### src/rtl/pb_pkg.sv
// Shared types and constants for the pushbutton conditioner.
package pb_pkg;

    typedef enum logic [1:0] {
        IDLE       = 2'd0,
        PRESS_WAIT = 2'd1,
        HELD       = 2'd2,
        REL_WAIT   = 2'd3
    } pb_state_t;

    // 20 ms debounce, 500 ms repeat delay, 100 ms repeat rate at 50 MHz
    localparam int unsigned PB_DEBOUNCE_CYCLES_DEF     = 1_000_000;
    localparam int unsigned PB_REPEAT_DELAY_CYCLES_DEF = 25_000_000;
    localparam int unsigned PB_REPEAT_RATE_CYCLES_DEF  = 5_000_000;

    // Counter width wide enough to hold (largest cycle parameter - 1)
    function automatic int unsigned pb_cnt_width(input int unsigned a,
                                                 input int unsigned b,
                                                 input int unsigned c);
        int unsigned m;
        m = a;
        if (b > m) m = b;
        if (c > m) m = c;
        return (m < 2) ? 1 : $clog2(m);
    endfunction

endpackage

### src/rtl/pb_channel.sv
// One pushbutton channel: 2-FF synchronizer, debounce FSM, optional auto-repeat.
// Auto-repeat is built only when PB_CONDITIONER_AUTO_REPEAT_EN is defined.
module pb_channel
    import pb_pkg::*;
#(
    parameter int unsigned DEBOUNCE_CYCLES     = PB_DEBOUNCE_CYCLES_DEF,
    parameter int unsigned REPEAT_DELAY_CYCLES = PB_REPEAT_DELAY_CYCLES_DEF,
    parameter int unsigned REPEAT_RATE_CYCLES  = PB_REPEAT_RATE_CYCLES_DEF
) (
    input  logic clk,
    input  logic rst,
    input  logic btn_raw,
    output logic raw_pulse_c,
    output logic held
);

    localparam int unsigned CNT_W =
        pb_cnt_width(DEBOUNCE_CYCLES, REPEAT_DELAY_CYCLES, REPEAT_RATE_CYCLES);
    localparam logic [CNT_W-1:0] DB_LOAD = CNT_W'(DEBOUNCE_CYCLES - 1);

    logic [1:0]       sync_q;
    logic             s;
    pb_state_t        state_q, state_d;
    logic [CNT_W-1:0] cnt_q, cnt_d;

`ifdef PB_CONDITIONER_AUTO_REPEAT_EN
    localparam logic [CNT_W-1:0] RPT_DELAY_LOAD = CNT_W'(REPEAT_DELAY_CYCLES - 1);
    localparam logic [CNT_W-1:0] RPT_RATE_LOAD  = CNT_W'(REPEAT_RATE_CYCLES - 1);
    logic [CNT_W-1:0] rpt_q, rpt_d;

    // Repeat timer register
    always_ff @(posedge clk or negedge rst) begin
        if (!rst) rpt_q <= '0;
        else      rpt_q <= rpt_d;
    end
`endif

    assign s = sync_q[1];

    // Bring the asynchronous button into the clock domain
    always_ff @(posedge clk or negedge rst) begin
        if (!rst) sync_q <= '0;
        else      sync_q <= {sync_q[0], btn_raw};
    end

    // State, debounce counter and held level (held follows the next state)
    always_ff @(posedge clk or negedge rst) begin
        if (!rst) begin
            state_q <= IDLE;
            cnt_q   <= '0;
            held    <= 1'b0;
        end else begin
            state_q <= state_d;
            cnt_q   <= cnt_d;
            held    <= (state_d == HELD) || (state_d == REL_WAIT);
        end
    end

    // Next-state, counter loads/decrements and raw pulse generation
    always_comb begin
        state_d     = state_q;
        cnt_d       = cnt_q;
        raw_pulse_c = 1'b0;
`ifdef PB_CONDITIONER_AUTO_REPEAT_EN
        rpt_d       = rpt_q;
`endif
        unique case (state_q)
            IDLE: begin
                if (s) begin
                    state_d = PRESS_WAIT;
                    cnt_d   = DB_LOAD;
                end
            end
            PRESS_WAIT: begin
                if (!s) begin
                    state_d = IDLE;
                end else if (cnt_q == '0) begin
                    state_d     = HELD;
                    raw_pulse_c = 1'b1;
`ifdef PB_CONDITIONER_AUTO_REPEAT_EN
                    rpt_d       = RPT_DELAY_LOAD;
`endif
                end else begin
                    cnt_d = cnt_q - CNT_W'(1);
                end
            end
            HELD: begin
                if (!s) begin
                    state_d = REL_WAIT;
                    cnt_d   = DB_LOAD;
                end
`ifdef PB_CONDITIONER_AUTO_REPEAT_EN
                else if (rpt_q == '0) begin
                    raw_pulse_c = 1'b1;
                    rpt_d       = RPT_RATE_LOAD;
                end else begin
                    rpt_d = rpt_q - CNT_W'(1);
                end
`endif
            end
            REL_WAIT: begin
                if (s) begin
                    state_d = HELD;
`ifdef PB_CONDITIONER_AUTO_REPEAT_EN
                    rpt_d   = RPT_DELAY_LOAD;
`endif
                end else if (cnt_q == '0) begin
                    state_d = IDLE;
                end else begin
                    cnt_d = cnt_q - CNT_W'(1);
                end
            end
            default: state_d = IDLE;
        endcase
    end

endmodule

### src/rtl/pb_conditioner.sv
// Two-channel pushbutton conditioner feeding the PWM duty-cycle inc/dec inputs.
// Optional auto-repeat: define PB_CONDITIONER_AUTO_REPEAT_EN.
module pb_conditioner
    import pb_pkg::*;
#(
    parameter int unsigned DEBOUNCE_CYCLES     = PB_DEBOUNCE_CYCLES_DEF,
    parameter int unsigned REPEAT_DELAY_CYCLES = PB_REPEAT_DELAY_CYCLES_DEF,
    parameter int unsigned REPEAT_RATE_CYCLES  = PB_REPEAT_RATE_CYCLES_DEF
) (
    input  logic clk,
    input  logic rst,
    input  logic btn_inc_raw,
    input  logic btn_dec_raw,
    output logic inc_pulse,
    output logic dec_pulse,
    output logic inc_held,
    output logic dec_held
);

    logic inc_raw_c;
    logic dec_raw_c;

    pb_channel #(
        .DEBOUNCE_CYCLES     (DEBOUNCE_CYCLES),
        .REPEAT_DELAY_CYCLES (REPEAT_DELAY_CYCLES),
        .REPEAT_RATE_CYCLES  (REPEAT_RATE_CYCLES)
    ) u_inc (
        .clk         (clk),
        .rst         (rst),
        .btn_raw     (btn_inc_raw),
        .raw_pulse_c (inc_raw_c),
        .held        (inc_held)
    );

    pb_channel #(
        .DEBOUNCE_CYCLES     (DEBOUNCE_CYCLES),
        .REPEAT_DELAY_CYCLES (REPEAT_DELAY_CYCLES),
        .REPEAT_RATE_CYCLES  (REPEAT_RATE_CYCLES)
    ) u_dec (
        .clk         (clk),
        .rst         (rst),
        .btn_raw     (btn_dec_raw),
        .raw_pulse_c (dec_raw_c),
        .held        (dec_held)
    );

    // Register pulses; coincident inc and dec cancel out
    always_ff @(posedge clk or negedge rst) begin
        if (!rst) begin
            inc_pulse <= 1'b0;
            dec_pulse <= 1'b0;
        end else begin
            inc_pulse <= inc_raw_c & ~dec_raw_c;
            dec_pulse <= dec_raw_c & ~inc_raw_c;
        end
    end

endmodule
### config.mk
export PLATFORM = sky130hd
export DESIGN_NAME = pb_conditioner
export DESIGN_NICKNAME = d
export VERILOG_FILES = /design/src/rtl/pb_pkg.sv /design/src/rtl/pb_channel.sv /design/src/rtl/pb_conditioner.sv
export SDC_FILE = /design/constraint.sdc
export NUM_CORES = 1
export LEC_CHECK = 0
export CORE_ASPECT_RATIO = 0.9
export CORE_MARGIN = 3
export CORE_UTILIZATION = 55
export CTS_CLUSTER_SIZE = 28
export DETAILED_ROUTE_END_ITERATION = 8
export PLACE_DENSITY = 0.72
export SYNTH_ARGS = -nofsm -noshare
export SYNTH_HDL_FRONTEND = slang
export SYNTH_HIERARCHICAL = 1
export SYNTH_SLANG_ARGS = --single-unit
export TNS_END_PERCENT = 30
### constraint.sdc
create_clock -name clk -period 3.41 [get_ports clk]
set_clock_uncertainty 0.2 [all_clocks]
set_input_delay 0.341 -clock clk [delete_from_list [all_inputs] [get_ports clk]]
set_output_delay 0.341 -clock clk [all_outputs]
set_load 0.05 [all_outputs]
Word-level counts from Yosys, hierarchy flattened:

Cells that the tools add are included.

* bits in registers: 62
* bits of input ports: 4
* output and inout bits: 4

* add/subtract/negate cells: 2
* equality and inequality tests: 18
* mux-type cells: 32
* bitwise operators: 4
* reductions and logical operators: 8

Operators by type and width (count)
* 25-bit 2-to-1 mux: 10
* 25-bit one-hot mux with 4 select lines: 2
* 25-bit logical NOT: 2
* 25-bit by 1-bit subtractor with 25-bit output (second input constant): 2
* 2-bit 2-to-1 mux: 12
* 2-bit == test (second input constant): 8
* 2-bit one-hot mux with 4 select lines: 2
* 2-bit by 1-bit != test with 1-bit output (second input constant): 4
* 2-bit != test (second input constant): 4
* 4-bit AND reduction: 2
* 1-bit 2-to-1 mux: 6
* 2-bit by 1-bit == test with 1-bit output (second input constant): 2
* 2-bit logical NOT: 2
* 1-bit AND: 2
* 1-bit logical OR: 2
* 1-bit NOT: 2

Depth between registers and ports, before layout:

* depth after elaboration: 6
* depth in mapped cells: 10
* gate-level depth less buffers: 8

Hierarchy:

Netlist, hierarchy kept.

Modules (own cells, without submodules)
* pb_channel at u_inc: times used 1, cells an instance 180, area each 1709.1 µm², seq. area each 725.7 µm²
* pb_channel at u_dec: times used 1, cells an instance 190, area each 1697.9 µm², seq. area each 725.7 µm²
* pb_conditioner: times used 1, cells an instance 4, area each 65.1 µm², seq. area each 50.0 µm²

Least setup slack after synthesis:

No wires, ideal clock.

* path kind: reg-to-reg
* start point: reg u_dec.cnt_q[0]
* end point: reg u_dec.cnt_q[21]
* library setup time: 124 ps
* arrival: 2558 ps
* slack: 528 ps
* cell stages (with the launch flop): 9
* period minus slack after synthesis: 2882 ps
* cell sequence: dfrtp_1 > inv_1 > ha_1 > or4b_1 > buf_2 > or4_4 > or3_4 > and4_4 > a211o_1

* longest elaborated chain between the ends: 4
* elaborated cells between the ends (all ways): 6
* classes of those cells: 1 x add/sub; 4 x mux; 1 x reduce/logical

Ends and longest elaborated chain
* from (decl): RTL line pb_channel.sv:24 `logic [CNT_W-1:0] cnt_q, cnt_d;`
* from (signal assigned): RTL line pb_channel.sv:54 `cnt_q <= cnt_d;`
* 25-bit by 1-bit subtractor with 25-bit output or 25-bit logical NOT (tied branches)
* 25-bit 2-to-1 mux (*): RTL line pb_channel.sv:77, pb_channel.sv:107
* 25-bit 2-to-1 mux, on equally long branches: RTL line pb_channel.sv:102, pb_channel.sv:75
* 25-bit one-hot mux with 4 select lines (*): RTL line pb_channel.sv:67 `unique case (state_q)`

Every way passes the cells marked *; elsewhere a longest branch is shown, timed or not. The select of a mux whose other input is x is not followed.
A chain may end at the register's enable or synchronous reset.

Final worst setup path:

Same ends and word-level chain as after synthesis.

==> results.yml <==
power_and_ir_drop:
  seqPwrFrac_pct: 51.2
  peakVddDrop_mv: 0.4010
  swShare_pct: 29.67
  combPwrFrac_pct: 13.7
  power.density_nw_per_um2: 434.5
  p_int_mw: 1.173
  p_leak_nw: 1.532
  switchingPower_mw: 0.4949
  finalPower_mw: 1.668
  p_clk_share_pct: 35.1
sta:
  hold_violations: 0
  max_freq_mhz: 327.3
  worstMarginPinSlew_ns: 0.9731
  timing.final.crit_share_pct: 89.59
  tns_ns: 0
  setup_violations: 0
  rsz0062_at_grt: "no"
  min_period_ns: 3.055
  slew_viol_final: 0
  slew_headroom_pct: 35.13
  postLayoutSetupSlackWorst_ns: 0.3550
setup_path:
  max_stage_delay_ns: 0.59
  required_ns: 3.43
  path_depth: 7
  crit_chain: "inv_1 > ha_1 > or4b_1 > or4_4 > or3_4 > and4_4 > a211o_1"
  start_kind: "flop"
  cpLargestDelayFamily: "simple AND/OR/NAND/NOR gates"
  r2r_start: "u_dec/cnt_q[0]"
  cp_slowest_cell: "or4b_1"
  crit_path_end_kind: "flop"
  worstSetupPathType: "flop to flop"
  cp_max_fo: 7
  r2r_end: "u_dec/cnt_q[21]"
  crit_arrival_ns: 3.08
  reg2reg_depth: 7
  critPathBufInv: 1
  rrSetupSlack_ns: 0.35
  crit_path_end: "u_dec/cnt_q[21]"
  startpoint: "u_dec/cnt_q[0]"
cts:
  clk_latency_ns: 0.34
  clk_pin_slew_worst_paths_ns: 0.06
  postCtsSetupBuffers: 0
  numCtsBuffers: 9
  cts_tree: "built"
  max-clock-path-buffers: 2
  cts_resized: 0
  cts_sinks: 60
  postCtsHoldBufs: 1
  cts-root-buf: "clkbuf_8"
  htree_num_levels: 3
synth:
  synth_common_cells: "dfrtp_1 (60), nand2_1 (40), nor2_1 (34)"
  synth-main-ff-cell: "dfrtp_1"
  synth_edf_count: 0
  synth_top_area_share_pct: 43.24
  yosysMostFrequentCell: "dfrtp_1"
  yosysSeqAreaShare_pct: 43.24
  yosysUniqueCellTypes: 72
  ys_async_sr_fraction_pct: 100.0
  yosysWarnings: 6
  syn_inst: 374
  synthTopCellsByArea: "dfrtp_1 (43%), nand2_1 (4.3%), nor2_1 (3.7%)"
  synth_area_per_cell_um2: 9.284
  synthesis.nets: 380
  ys_ff_latch: 60
  syn_area_um2: 3472
  synth_top_cell_by_area: "dfrtp_1"
placed_design:
  dpl_cell_area_um2: 3654
  io_buffers: 7
  pre_cts_ws_ns: 0.3524
  dp_hpwl_um: 5570
  place_congestion: 0.8951
die:
  dieHeight_um: 81.38
  fp-row-count: 26
  die_w_um: 89.75
  io_pins: 8
  core_um2: 5888
  floorplan.initialDensity_pct: 58.97
  dieArea_um2: 7303
final_layout:
  nets: 395
  area.growth.synth_to_final_pct: 10.56
  drive_gt1_share_pct: 11.99
  fill_cells: 494
  final_area_um2: 3839
  diodes: 0
hold_path:
  hold_start: "u_inc/sync_q[0]"
  min_path_type: "flop to flop"
grt:
  grt_pass1_vias: 2928
  grt-ovfl-total: 0
  grt_max_degree: 45
  grt_usage_pct: 24.04
  antenna_found_initial: 0
  grt_pass1_wl_um: 14040
routing:
  antenna_left: 0
  first_pass_iters: 5
  routed_wl_um: 8115
  first_iter_violations: 309
  vias: 3052
  wl_per_cell_um: 17.05
  drc: 0
  avgViaCountPerCell: 6.412
outcome:
  status: "finished, final reports clean"
job:
  cap_violations: 0
[worst min-delay path by stage]
stage | slack (ns) | cells past startpoint | end
final | 0.15 | 0 | u_inc/sync_q[1]
after global routing | 0.16 | 0 | u_inc/sync_q[1]
after CTS | 0.16 | 0 | u_inc/sync_q[1]
after detailed placement | 0.14 | 0 | u_inc/sync_q[1]
after global placement | 0.13 | 0 | u_dec/sync_q[1]
after floorplan | -0.15 | 0 | dec_pulse
[power by group through the flow]
stage                     Sequential, mW  Combinational [mW]  Clock [mW]
after global routing               0.866               0.254       0.635
final                              0.854               0.228       0.586
after floorplan                    0.846               0.167           0
after detailed placement           0.866               0.227           0
after CTS                          0.853               0.228       0.601
after global placement             0.861               0.217           0
[sequential cells by signal, indices dropped and copies added, names as in the netlist]
register and cells:
u_dec/state_q 1, u_dec/cnt_q 25, u_dec/sync_q 2, u_inc/cnt_q 25
dec_pulse 1, u_inc/sync_q 2, u_inc/held 1, u_dec/held 1
u_inc/state_q 1, inc_pulse 1
[through the flow]
stage	cells	hold slack [ns]	utilization, %
after global routing	476	0.1562	65.19
after detailed placement	461	0.1405	62.05
final	476	0.1523	65.19
after global placement	461	0.1324	62.05
after floorplan	374	-0.1546	-
after CTS	476	0.1560	65.19
[metal layers]
layer	share of wire (%)	up-vias	global-route usage (%)
met5	0	-	0
met4	1.4	0	8.423
met3	7.0	12	5.463
met2	43	124	36.86
met1	49	1448	33.87
li1	-	1468	-
[worst reg2reg max path: cells and delay by family (launching register included)]
| kind | cells | cell delay (ns) |
|---|---|---|
| buffers and inverters | 1 | 0.07 |
| adder cells (fa/ha/maj) | 1 | 0.19 |
| flip-flops | 1 | 0.41 |
| AND/OR/NAND/NOR | 4 | 1.81 |
| AO/OA/AOI/OAI | 1 | 0.27 |
[cell families after synthesis]
kind of cell             after synthesis  share of synthesized area [%]
AND/OR/NAND/NOR                      174                          28.32
adder cells (fa/ha/maj)                2                         0.7206
XOR/XNOR                               4                          1.009
multiplexers                           7                          2.090
flip-flops                            60                          43.24
AO/OA/AOI/OAI                         97                          20.94
buffers and inverters                 30                          3.676
[layout make-up]
cell class              count  area (um^2)  area share [%]
well taps                  84        105.1           2.738
repair buffers             19        157.7           4.107
flip-flops and latches     60         1501           39.11
inverters                  15        56.30           1.467
clock inverters             2        10.01          0.2608
multi-input cells         284         1843           48.01
clock buffers              12        165.2           4.302
[layout by cell type (no fill, tap or decap), drive strengths merged, types with 4 or more instances in the layout]
master	netlist	routed
a211oi	4	4
a21oi	16	16
a311oi	4	4
a31oi	6	6
and3	5	5
and4	4	4
buf	6	12
clkbuf	9	12
clkdlybuf4s50	0	6
dfrtp	60	60
inv	15	15
mux2i	5	5
nand2	40	40
nand3	11	11
nand4	9	9
nand4b	4	4
nor2	34	34
nor3	21	21
nor4	18	18
o211ai	11	11
o21ai	18	18
o31ai	5	5
or3	5	5
or4	8	8
(Power assumes the default switching activity.)
